===== src/rtl/ads5296_tx_emulator.sv =====
// ADS5296 LVDS transmit emulator at the lclk_d4 deserialized level: a 5-phase frame clock
// plus two interleaved 10-bit LSB-first lanes, emitted as 4-bit chunks.
module ads5296_tx_emulator #(
  parameter logic [9:0] CONST_WORD = 10'h2A5,
  parameter logic [9:0] IDLE_WORD  = 10'h000
) (
  input  logic        lclk_d4,
  input  logic        rst,
  input  logic        en,
  input  logic        sync,
  input  logic [1:0]  mode,
  input  logic [1:0]  bit_shift,
  input  logic        inject_fclk_err,
  input  logic [19:0] in_data,
  input  logic        in_valid,
  output logic        in_ready,
  output logic [3:0]  fclk4b,
  output logic [7:0]  din4b,
  output logic [31:0] underflow_cnt
);
  localparam int unsigned WORD_W  = 10;
  localparam int unsigned CHUNK_W = 4;
  localparam logic [WORD_W-1:0] DESKEW_WORD = 10'h155;
  localparam logic [1:0] MODE_STREAM = 2'd0;
  localparam logic [1:0] MODE_RAMP   = 2'd1;
  localparam logic [1:0] MODE_CONST  = 2'd2;

  typedef enum logic [2:0] {P0, P1, P2, P3, P4} phase_t;

  phase_t phase_q, phase_d;
  logic [WORD_W-1:0]  w0_l0, w0_l1, w1_l0, w1_l1, ramp_q;
  logic [WORD_W-1:0]  src0_c, src1_c;
  logic [CHUNK_W-1:0] fclk_c, chunk0_c, chunk1_c;
  logic [CHUNK_W-1:0] a_fclk, a_d0, a_d1, ap_fclk, ap_d0, ap_d1;
  logic [CHUNK_W-1:0] sh_fclk_c, sh_d0_c, sh_d1_c;
  logic [2:0]         rshift_c;
  logic               slot_c, cap_w0_c, cap_w1_c;

  // Slice one chunk of the 20-bit frame {w1, w0} for the given phase
  function automatic logic [CHUNK_W-1:0] data_chunk(input logic [WORD_W-1:0] w0,
                                                     input logic [WORD_W-1:0] w1,
                                                     input phase_t p);
    logic [CHUNK_W-1:0] c;
    case (p)
      P0:      c = w0[3:0];
      P1:      c = w0[7:4];
      P2:      c = {w1[1:0], w0[9:8]};
      P3:      c = w1[5:2];
      default: c = w1[9:6];
    endcase
    return c;
  endfunction

  always_ff @(posedge lclk_d4) begin
    if (rst) phase_q <= P0;
    else     phase_q <= phase_d;
  end

  // sync forces P0 even when en is low
  always_comb begin
    phase_d = phase_q;
    if (sync) begin
      phase_d = P0;
    end else if (en) begin
      case (phase_q)
        P0:      phase_d = P1;
        P1:      phase_d = P2;
        P2:      phase_d = P3;
        P3:      phase_d = P4;
        default: phase_d = P0;
      endcase
    end
  end

  assign slot_c   = en & ~sync & ((phase_q == P1) | (phase_q == P4));
  assign in_ready = slot_c & (mode == MODE_STREAM);
  assign cap_w0_c = sync | (slot_c & (phase_q == P4));
  assign cap_w1_c = sync | (slot_c & (phase_q == P1));

  // Word source for the next capture; a sync in stream mode falls through to IDLE_WORD
  always_comb begin
    src0_c = DESKEW_WORD;
    src1_c = DESKEW_WORD;
    case (mode)
      MODE_STREAM: begin
        src0_c = (in_ready & in_valid) ? in_data[9:0]   : IDLE_WORD;
        src1_c = (in_ready & in_valid) ? in_data[19:10] : IDLE_WORD;
      end
      MODE_RAMP: begin
        src0_c = ramp_q;
        src1_c = ~ramp_q;
      end
      MODE_CONST: begin
        src0_c = CONST_WORD;
        src1_c = CONST_WORD;
      end
      default: ;
    endcase
  end

  always_ff @(posedge lclk_d4) begin
    if (rst) begin
      w0_l0         <= '0;
      w0_l1         <= '0;
      w1_l0         <= '0;
      w1_l1         <= '0;
      ramp_q        <= '0;
      underflow_cnt <= '0;
    end else begin
      if (cap_w0_c) begin
        w0_l0 <= src0_c;
        w0_l1 <= src1_c;
      end
      if (cap_w1_c) begin
        w1_l0 <= src0_c;
        w1_l1 <= src1_c;
      end
      if (sync)                             ramp_q <= '0;
      else if (slot_c && mode == MODE_RAMP) ramp_q <= ramp_q + 10'd1;
      if ((in_ready & ~in_valid) | (sync & (mode == MODE_STREAM)))
        underflow_cnt <= underflow_cnt + 32'd1;
    end
  end

  always_comb begin
    fclk_c = 4'b0000;
    case (phase_q)
      P0:      fclk_c = 4'b1111;
      P1:      fclk_c = 4'b0001;
      P2:      fclk_c = 4'b1100;
      P3:      fclk_c = 4'b0111;
      default: fclk_c = 4'b0000;
    endcase
    chunk0_c = data_chunk(w0_l0, w1_l0, phase_q);
    chunk1_c = data_chunk(w0_l1, w1_l1, phase_q);
  end

  // Stage A: current chunk (zeroed while disabled), plus previous chunk for the shifter
  always_ff @(posedge lclk_d4) begin
    if (rst) begin
      a_fclk  <= '0;
      a_d0    <= '0;
      a_d1    <= '0;
      ap_fclk <= '0;
      ap_d0   <= '0;
      ap_d1   <= '0;
    end else begin
      a_fclk  <= en ? (fclk_c ^ {3'b000, inject_fclk_err}) : 4'b0000;
      a_d0    <= en ? chunk0_c : 4'b0000;
      a_d1    <= en ? chunk1_c : 4'b0000;
      ap_fclk <= a_fclk;
      ap_d0   <= a_d0;
      ap_d1   <= a_d1;
    end
  end

  assign rshift_c  = 3'd4 - 3'(bit_shift);
  assign sh_fclk_c = 4'({a_fclk, ap_fclk} >> rshift_c);
  assign sh_d0_c   = 4'({a_d0, ap_d0} >> rshift_c);
  assign sh_d1_c   = 4'({a_d1, ap_d1} >> rshift_c);

  // Stage B: bit-phase shift; forced to 0 the cycle after en drops
  always_ff @(posedge lclk_d4) begin
    if (rst) begin
      fclk4b <= '0;
      din4b  <= '0;
    end else begin
      fclk4b <= en ? sh_fclk_c : 4'b0000;
      din4b  <= en ? {sh_d1_c, sh_d0_c} : 8'h00;
    end
  end

endmodule


===== config.mk =====
export PLATFORM = sky130hd
export DESIGN_NAME = ads5296_tx_emulator
export DESIGN_NICKNAME = d
export VERILOG_FILES = /design/src/rtl/ads5296_tx_emulator.sv
export SDC_FILE = /design/constraint.sdc
export NUM_CORES = 1
export LEC_CHECK = 0
export ABC_AREA = 1
export CAP_MARGIN = 20
export CORE_MARGIN = 5
export CORE_UTILIZATION = 35
export DETAILED_ROUTE_END_ITERATION = 8
export RECOVER_POWER = 25
export SYNTH_ARGS = -nofsm -noshare
export SYNTH_HDL_FRONTEND = slang
export SYNTH_SLANG_ARGS = --single-unit

===== constraint.sdc =====
create_clock -name lclk_d4 -period 2.5 [get_ports lclk_d4]
set_clock_uncertainty 0.15 [all_clocks]
set_input_delay 0.625 -clock lclk_d4 [delete_from_list [all_inputs] [get_ports lclk_d4]]
set_output_delay 0.625 -clock lclk_d4 [all_outputs]
set_load 0.05 [all_outputs]

---- Word level (Yosys, flattened, before mapping) ----
Cells that the tools add are included.
word-level totals
  bits in registers ....................... 121
  input bits .............................. 30
  output and inout bits ................... 45
  logic and storage cells ................. 57
cells by class
  add/subtract/negate cells ............... 3
  eq/ne operators ......................... 6
  shifts and indexed selects .............. 3
  muxes and demuxes ....................... 8
  bitwise logic cells ..................... 17
  reductions and logical operators ........ 5
operators with widths
  kind                                                                   count
  10-bit case mux with 3 select lines                                    2
  4-bit case mux with 4 select lines                                     3
  32-bit by 1-bit adder with 32-bit output, second input constant        1
  8-bit by 3-bit >> shifter with 4-bit output                            3
  10-bit two-way mux                                                     2
  3-bit case mux with 4 select lines                                     1
  10-bit by 1-bit adder with 10-bit output, second input constant        1
  10-bit NOT                                                             1
  1-bit bitwise AND                                                      8
  3-bit by 2-bit equality test with 1-bit output, second input constant  2
  1-bit OR                                                               4
  2-bit OR reduction                                                     2
  4-bit by 1-bit XOR with 4-bit output                                   1
  3-bit by 1-bit equality test with 1-bit output, second input constant  1
  3-bit equality test, second input constant                             1
  3-bit logical NOT                                                      1
  1-bit NOT                                                              3
  3-bit by 2-bit subtractor with 3-bit output, first input constant      1
  2-bit by 1-bit equality test with 1-bit output, second input constant  1
  2-bit equality test, second input constant                             1
  2-bit logical NOT                                                      1
  1-bit logical AND                                                      1

---- Logic depth before layout (Yosys ltp) ----
Gate-level depths: netlist (run 1).
  word-level depth ........................ 7
  depth in mapped cells ................... 12

---- Worst setup path before layout (run 1) ----
OpenSTA, ideal clock, no wires.
  path type ............................... input-to-reg
  from .................................... input port bit_shift[0]
  to ...................................... register din4b[2]
  setup time .............................. 0.132 ns
  arrival ................................. 2.015 ns
  data required time ...................... 2.218 ns
  path slack .............................. 0.203 ns
  cell stages on the path ................. 8
  cells stage by stage .................... buf_2 -> inv_1 -> ha_1 -> buf_2 -> clkinv_1 -> clkbuf_1 -> o211ai_1 -> a21oi_1
between the ends
  word-level cells in the longest chain between the ends .. 2
ends and longest elaborated chain
  what                                         line  text
  from (decl)                                  12    input logic [1:0] bit_shift,
  3-bit by 2-bit subtractor with 3-bit output  157   assign rshift_c = 3'd4 - 3'(bit_shift);
  8-bit by 3-bit >> shifter with 4-bit output  159   assign sh_d0_c = 4'({a_d0, ap_d0} >> rshift_c);
  to (signal assigned)                         169   din4b <= en ? {sh_d1_c, sh_d0_c} : 8'h00;
  to (decl)                                    18    output logic [7:0] din4b,
No other way between the ends.
A chain may end at the register's enable or synchronous reset.

---- Worst setup path after layout (run 1) ----
  from .................................... register underflow_cnt[14]
  to ...................................... output port underflow_cnt[14]
RTL lines
  what                    line  text
  from (decl)             19    output logic [31:0] underflow_cnt
  from (signal assigned)  121   underflow_cnt <= underflow_cnt + 32'd1;
No word-level cell between the ends.

==> results.md, run 1 <==
- Antenna Cells: 0
- Tmin final: 2460 ps
- Clock share of power: 0.485
- Area leader, netlist: dfxtp_1
- YS warnings: 0
- Outcome: finished clean
- Slowest CP cell: clkdlybuf4s50_1
- Worst r2r src: phase_q[1]
- Kind of critical path: flip-flop to primary output
- Final ANT Viol Nets: 0
- Reg-to-reg setup timing slack: 420 ps
- Fin Setup TNS: 0 ps
- CP arrival: approximately 1700 ps
- Num CTS Buffers: 17
- WL per Instance: 13.0 um
- Vias in the first global route: approximately 6000
- I/O pins: 75
- Die Footprint: roughly 21000 um^2
- Final Wtd Congestion: between 0.8 and 0.9
- CP delay by family, top: buffers and inverters
- DRC violations left: 0
- DRT Wirelength: 17.6 mm
- WP buf/inv: 1
- Total Nets Final: 1148
- H-tree Lvls: 4
- Synthesized Nets: 1049
- Maxcap violations: 0
- Worst setup EP type: primary output
- First-pass GRT wire length: 30.2 mm
- Fin Hold WS: 286 ps
- CTS tree: built
- Largest stage delay on the critical path: 840 ps
- Row count: 49
- Sequential fraction of the synthesis area: 0.374
- Hold path cells: 2
- Clk root buf: clkbuf_16
- Initial DRC count: 457
- Startpoint Class: flip-flop
- Most common cell after layout, fill and taps aside: nand2_1
- Initial antenna violation count: 0
- Longest Clk Path Bufs: 2
- Pin count of the biggest net entering global routing: 43
- Area Overhead vs Synth: 27.5%
- Worst Path Required: 1730 ps
- CTS Sinks: 121
- Hold WC Path Type: flip-flop to flip-flop
- DR vias: 6429
- Yosys top cell area share: 0.374
- Post-Syn Instances: slightly above 1000
- Final hold viol count: 0
- Worst slew pin tran: between 900 and 1000 ps
- Peak VDD IR: 494 uV
- Reg-to-reg endpoint: w0_l1[8]
- Worst relative slew slack: 0.354
- RSZ-0062 raised after global routing: false
- Power consumption: around 0.005 W
- Distinct cells, synth: 32
- Final Max Slew Viols: 0
- Yosys reg bits: 121
- Layout cell share with drive strength beyond 1: 0.0958
- Leakage: 3.77 nW
- Worst-path maximum fanout: 5
- Clock Latency Late Sink: 420 ps
- DRT Pass-1 Iters: 5
- Fmax: slightly above 400 MHz
- HPWL Detailed: 13.0 mm
- Power per cell area: 600 nW/um^2
- Syn Area/Cell: 6.37 um^2
- Final Cycle Share: 0.983
- Int Power: between 0.003 and 0.004 W
- Util after Layout: 0.456
- Synth top area cells: dfxtp_1, nand2_1, inv_1
- Setup ws final: 41.3 ps
- Vias per cell: about 4.7
- Final setup fails: 0
- R2r worst-path depth: 12
- Reg clk slew, reported paths: 60 ps
- Die Wd: 146 um
- Overflow left after global routing: 0
- Core area: roughly 18000 um^2
- Post-place setup slack: -139 ps
- Endpoint, Worst Hold: ap_fclk[2]
- GRT Util Overall: 0.172
- Initial Util: 0.358
- PortBufs: 74
- Hold Crit Start: a_fclk[2]
- Most frequent cells in the layout: nand2_1, inv_1, dfxtp_1
- Sw Ratio: 0.251
- Seq pwr share: 0.412
- Synthesized cell area: 6470 um^2
- Psw: around 0.0012 W
- CP cell instances: clkdlybuf4s50_1
- Combinational share of power: 0.103
- Number of fill cells in the layout: 1877
- Chip Height: 146 um
## Yosys cell counts (all sizes together)
cell type	instances
nand2	327
inv	153
dfxtp	121
nor2	97
nand3	83
o21ai	83
a21oi	59
clkbuf	22
buf	17
xor2	13
a41oi	8
nor3	7
o211ai	6
a31oi	5
ha	3
mux2i	3
nand4	3
xnor2	2
a22oi	1
and3	1
clkinv	1
o31ai	1
## area by class of cell
cell class	count	area, um^2	area share
Multi-Input combinational cell	702	3270	0.396
Sequential cell	121	2420	0.294
Timing Repair Buffer	119	1120	0.135
Inverter	154	578	0.0701
Clock buffer	20	457	0.0553
Tap cell	229	287	0.0347
Clock inverter	11	123	0.0149
## layer usage
metal,share of wire,track usage,vias to the layer above,wire length (um)
li1,-,-,3383,-
met1,0.49,0.233,2846,8670
met2,0.43,0.265,171,7630
met3,0.051,0.0364,29,900
met4,0.022,0.0708,0,388
met5,0,0,-,0
## logic make-up (layout without fill, tap and decap cells)
kind of cell	Yosys count	after routing	synth area share
AO/OA/AOI/OAI	163	163	0.141
AND/OR/NAND/NOR	518	518	0.335
adder cells (fa/ha/maj)	3	3	0.00580
flip-flops	121	121	0.374
buffers and inverters	193	304	0.120
XOR/XNOR	15	15	0.0203
multiplexers	3	3	0.00464
## worst max path at each step
stage,start,endpoint,slack [ps],depth (start not counted)
final,underflow_cnt[14],underflow_cnt[14],40,1
after global routing,underflow_cnt[28],underflow_cnt[28],2,1
after CTS,underflow_cnt[23],underflow_cnt[23],6,1
after detailed placement,en,in_ready,-140,8
after global placement,en,in_ready,-120,8
after floorplan,bit_shift[0],din4b[2],200,8
## state kept, by name (all words and copies together) (netlist names), 8 cells and up
signal	count
underflow_cnt	32
w0_l1	10
w0_l0	10
din4b	8
w1_l1	10
ramp_q	10
w1_l0	10
## power by group through the flow
stage | sequential (W) | combinational [W] | clock, W
after floorplan | 0.00211 | 0.000286 | 0
after global placement | 0.00208 | 0.000508 | 0
after detailed placement | 0.00208 | 0.000510 | 0
after CTS | 0.00204 | 0.000516 | 0.00246
after global routing | 0.00205 | 0.000574 | 0.00254
final | 0.00204 | 0.000508 | 0.00240
## through the flow
step	cells	instance area, um^2
final	1356	8250
after global routing	1356	8250
after CTS	1356	8290
after detailed placement	1324	7700
after global placement	1324	7700
after floorplan	1016	6470
## repair_timing
item | in CTS | in global routing
gates cloned | 0 | 0
hold buffers | 0 | 0
pin swaps | 2 | 1
setup endpoints to repair | 8 | 10
setup buffers | 1 | 0
resized for setup | 11 | 11
No activity file was read; power rests on OpenSTA's default activity.
==> run 2, diff against run 1 <==
Settings changed: CELL_PAD_IN_SITES_DETAIL_PLACEMENT set to 2, CELL_PAD_IN_SITES_GLOBAL_PLACEMENT set to 2, CORE_UTILIZATION 35 to 30, PLACE_DENSITY_LB_ADDON set to 0.1, SETUP_SLACK_MARGIN set to 0.3.
==> run 2 against run 1 <==
Cell count grew 4.1%; utilization is 6.0 points lower; register-to-register slack hardly changed; critical path type is now input port to primary output; critical endpoint is now in_ready; largest cell class unchanged; largest power group unchanged.
==> results.md, run 2 (synthesis results as in run 1) <==
- Core area: 21200 um^2 (+17%)
- First-pass GRT wire length: 39.2 mm (+30%)
- Worst setup EP type: primary output
- I/O pins: 75 (unchanged)
- Maxcap violations: 0 (unchanged)
- Total Nets Final: 1157 (+0.78%)
- Row count: 53 (+8.2%)
- Layout cell share with drive strength beyond 1: 0.129 (+0.0327)
- Footprint of the multi-input gates: 3300 um^2 (+1.1%)
- Fin Setup TNS: 0 ps (unchanged)
- Kind of critical path: input port to primary output
- Biggest register: underflow_cnt
- Final Cycle Share: 0.949 (-0.0348)
- HPWL Detailed: 18.0 mm (+39%)
- Num CTS Buffers: 17 (unchanged)
- Outcome: finished clean
- Most frequent cells in the layout: nand2_1, inv_1, dfxtp_1
- Clock share of power: 0.500 (+0.015)
- Overflow left after global routing: 0 (unchanged)
- Final hold viol count: 0 (unchanged)
- Longest Clk Path Bufs: 2 (unchanged)
- DRC violations left: 0 (unchanged)
- Combinational share of power: 0.105 (+0.002)
- Peak VDD IR: 364 uV (-26%)
- Max reg flops: 32 (unchanged)
- Pin count of the biggest net entering global routing: 45 (+4.7%)
- Worst-path maximum fanout: 3 (-2)
- Die Wd: 157 um (+7.5%)
- DRT Pass-1 Iters: 4 (-1)
- Worst Path Required: 1730 ps (about the same)
- CTS tree: built
- Antenna Cells: 0 (unchanged)
- Register area: 2430 um^2 (+0.31%)
- Clock Latency Late Sink: 420 ps (about the same)
- Leakage: 3.80 nW (+0.68%)
- Number of fill cells in the layout: 2585 (+38%)
- Final setup fails: 0 (unchanged)
- Power per cell area: 618 nW/um^2 (+3.0%)
- CTS Sinks: 121 (unchanged)
- Post-route non-filler standard cell count: 1411 (+4.1%)
- Initial antenna violation count: 0 (unchanged)
- PortBufs: 74 (unchanged)
- Tmin final: 2370 ps (-86.9 ps)
- Worst relative slew slack: 0.287 (-0.0677)
- Vias in the first global route: 7328 (+19%)
- CP arrival: 1600 ps (-80 ps)
- DRT Wirelength: 24.5 mm (+39%)
- Fmax: 422 MHz (+3.7%)
- H-tree Lvls: 4 (unchanged)
- Area Overhead vs Synth: 29.7%
- Initial Util: 0.306 (-0.0519)
- Seq pwr share: 0.395 (-0.017)
- Worst slew pin tran: 1070 ps (+102 ps)
- Placed cell count: 1373 (+3.7%)
- Reg clk slew, reported paths: 60 ps (about the same)
- Die Footprint: 24600 um^2 (+15%)
- Final Max Slew Viols: 0 (unchanged)
- Final ANT Viol Nets: 0 (unchanged)
- Clk root buf: clkbuf_16
- Psw: 0.00137 W (+10%)
- WL per Instance: 17.4 um (+34%)
- Vias per cell: 4.87 (+2.8%)
- Most common cell after layout, fill and taps aside: nand2_1
- Int Power: 0.00382 W (+2.9%)
- DR vias: 6878 (+7.0%)
- Initial DRC count: 305 (-33%)
- Hold WC Path Type: flip-flop to flip-flop
- Final Wtd Congestion: 0.792 (-8.4%)
- RSZ-0062 raised after global routing: true
- GRT Util Overall: 0.202 (+0.0303)
- Chip Height: 157 um (+7.5%)
- Sw Ratio: 0.264 (+0.0130)
- Startpoint Class: input port
run 2: cell count changes in the layout (fill, tap and decap cells not counted), moves of 4 or more:
cell / delta
buf_4: +12
clkbuf_2: +8
clkdlybuf4s15_1: +6
clkdlybuf4s15_2: +6
clkdlybuf4s50_1: -30
dlygate4sd2_1: +16
dlymetal6s2s_1: -8
nand2_1: -4
run 2: layout make-up:
type	count	share of cell area
Multi-Input combinational cell	702	0.394
Clock inverter	10	0.0171
Timing Repair Buffer	128	0.134
Sequential cell	121	0.290
Inverter	154	0.0698
Clock buffer	21	0.0549
Tap cell	275	0.0410
run 2: repair_timing:
action | CTS | global route
resized for setup | 71 | 35
hold buffers | 0 | 0
buffers inserted | 0 | 7
pin swaps | 0 | 4
setup endpoints to repair | 53 | 20
run 2: worst paths after layout:
| path | startpoint | end | slack, ps | cells after the start |
|---|---|---|---|---|
| worst max-delay path | en | in_ready | 130 | 8 |
| worst min-delay path | a_d1[2] | ap_d1[2] | 300 | 2 |
| worst max register to register | phase_q[2] | underflow_cnt[12] | 420 | 8 |
| worst min register to register | a_d1[2] | ap_d1[2] | 300 | 2 |
run 2: per-layer routing:
metal	wire, um	track usage	share of wire	vias to the layer above
li1	-	-	-	3397
met1	11100	0.247	0.45	3379
met2	12500	0.369	0.51	79
met3	629	0.0279	0.026	23
met4	313	0.0545	0.013	0
met5	0	0	0	-
run 2: power by group through the flow:
stage               Clock [W]  Sequential [W]  Combinational, W
floorplan                   0         0.00211          0.000288
global placement            0         0.00209          0.000532
detailed placement          0         0.00209          0.000547
CTS                   0.00263         0.00205          0.000547
global route          0.00273         0.00205          0.000610
finish                0.00259         0.00205          0.000546
run 2: worst max-delay path, cell delays in order:
cell      delay [ps]
clkbuf_1         180
inv_1            130
nor2_4           180
nand3_2          130
nand2_4          100
nand2_4           70
inv_4             60
buf_12           120
run 2: per-stage QoR:
stage / utilization / setup slack, ps / hold slack [ps] / total power (W) / cell area (um^2)
after floorplan: - / 317 / 269 / 0.00239 / 6470
after global placement: 0.368 / -228 / 285 / 0.00262 / 7780
after detailed placement: 0.368 / -287 / 295 / 0.00264 / 7780
after CTS: 0.395 / 27.9 / 303 / 0.00523 / 8360
after global routing: 0.397 / 88.7 / 325 / 0.00540 / 8390
final: 0.397 / 128 / 298 / 0.00518 / 8390
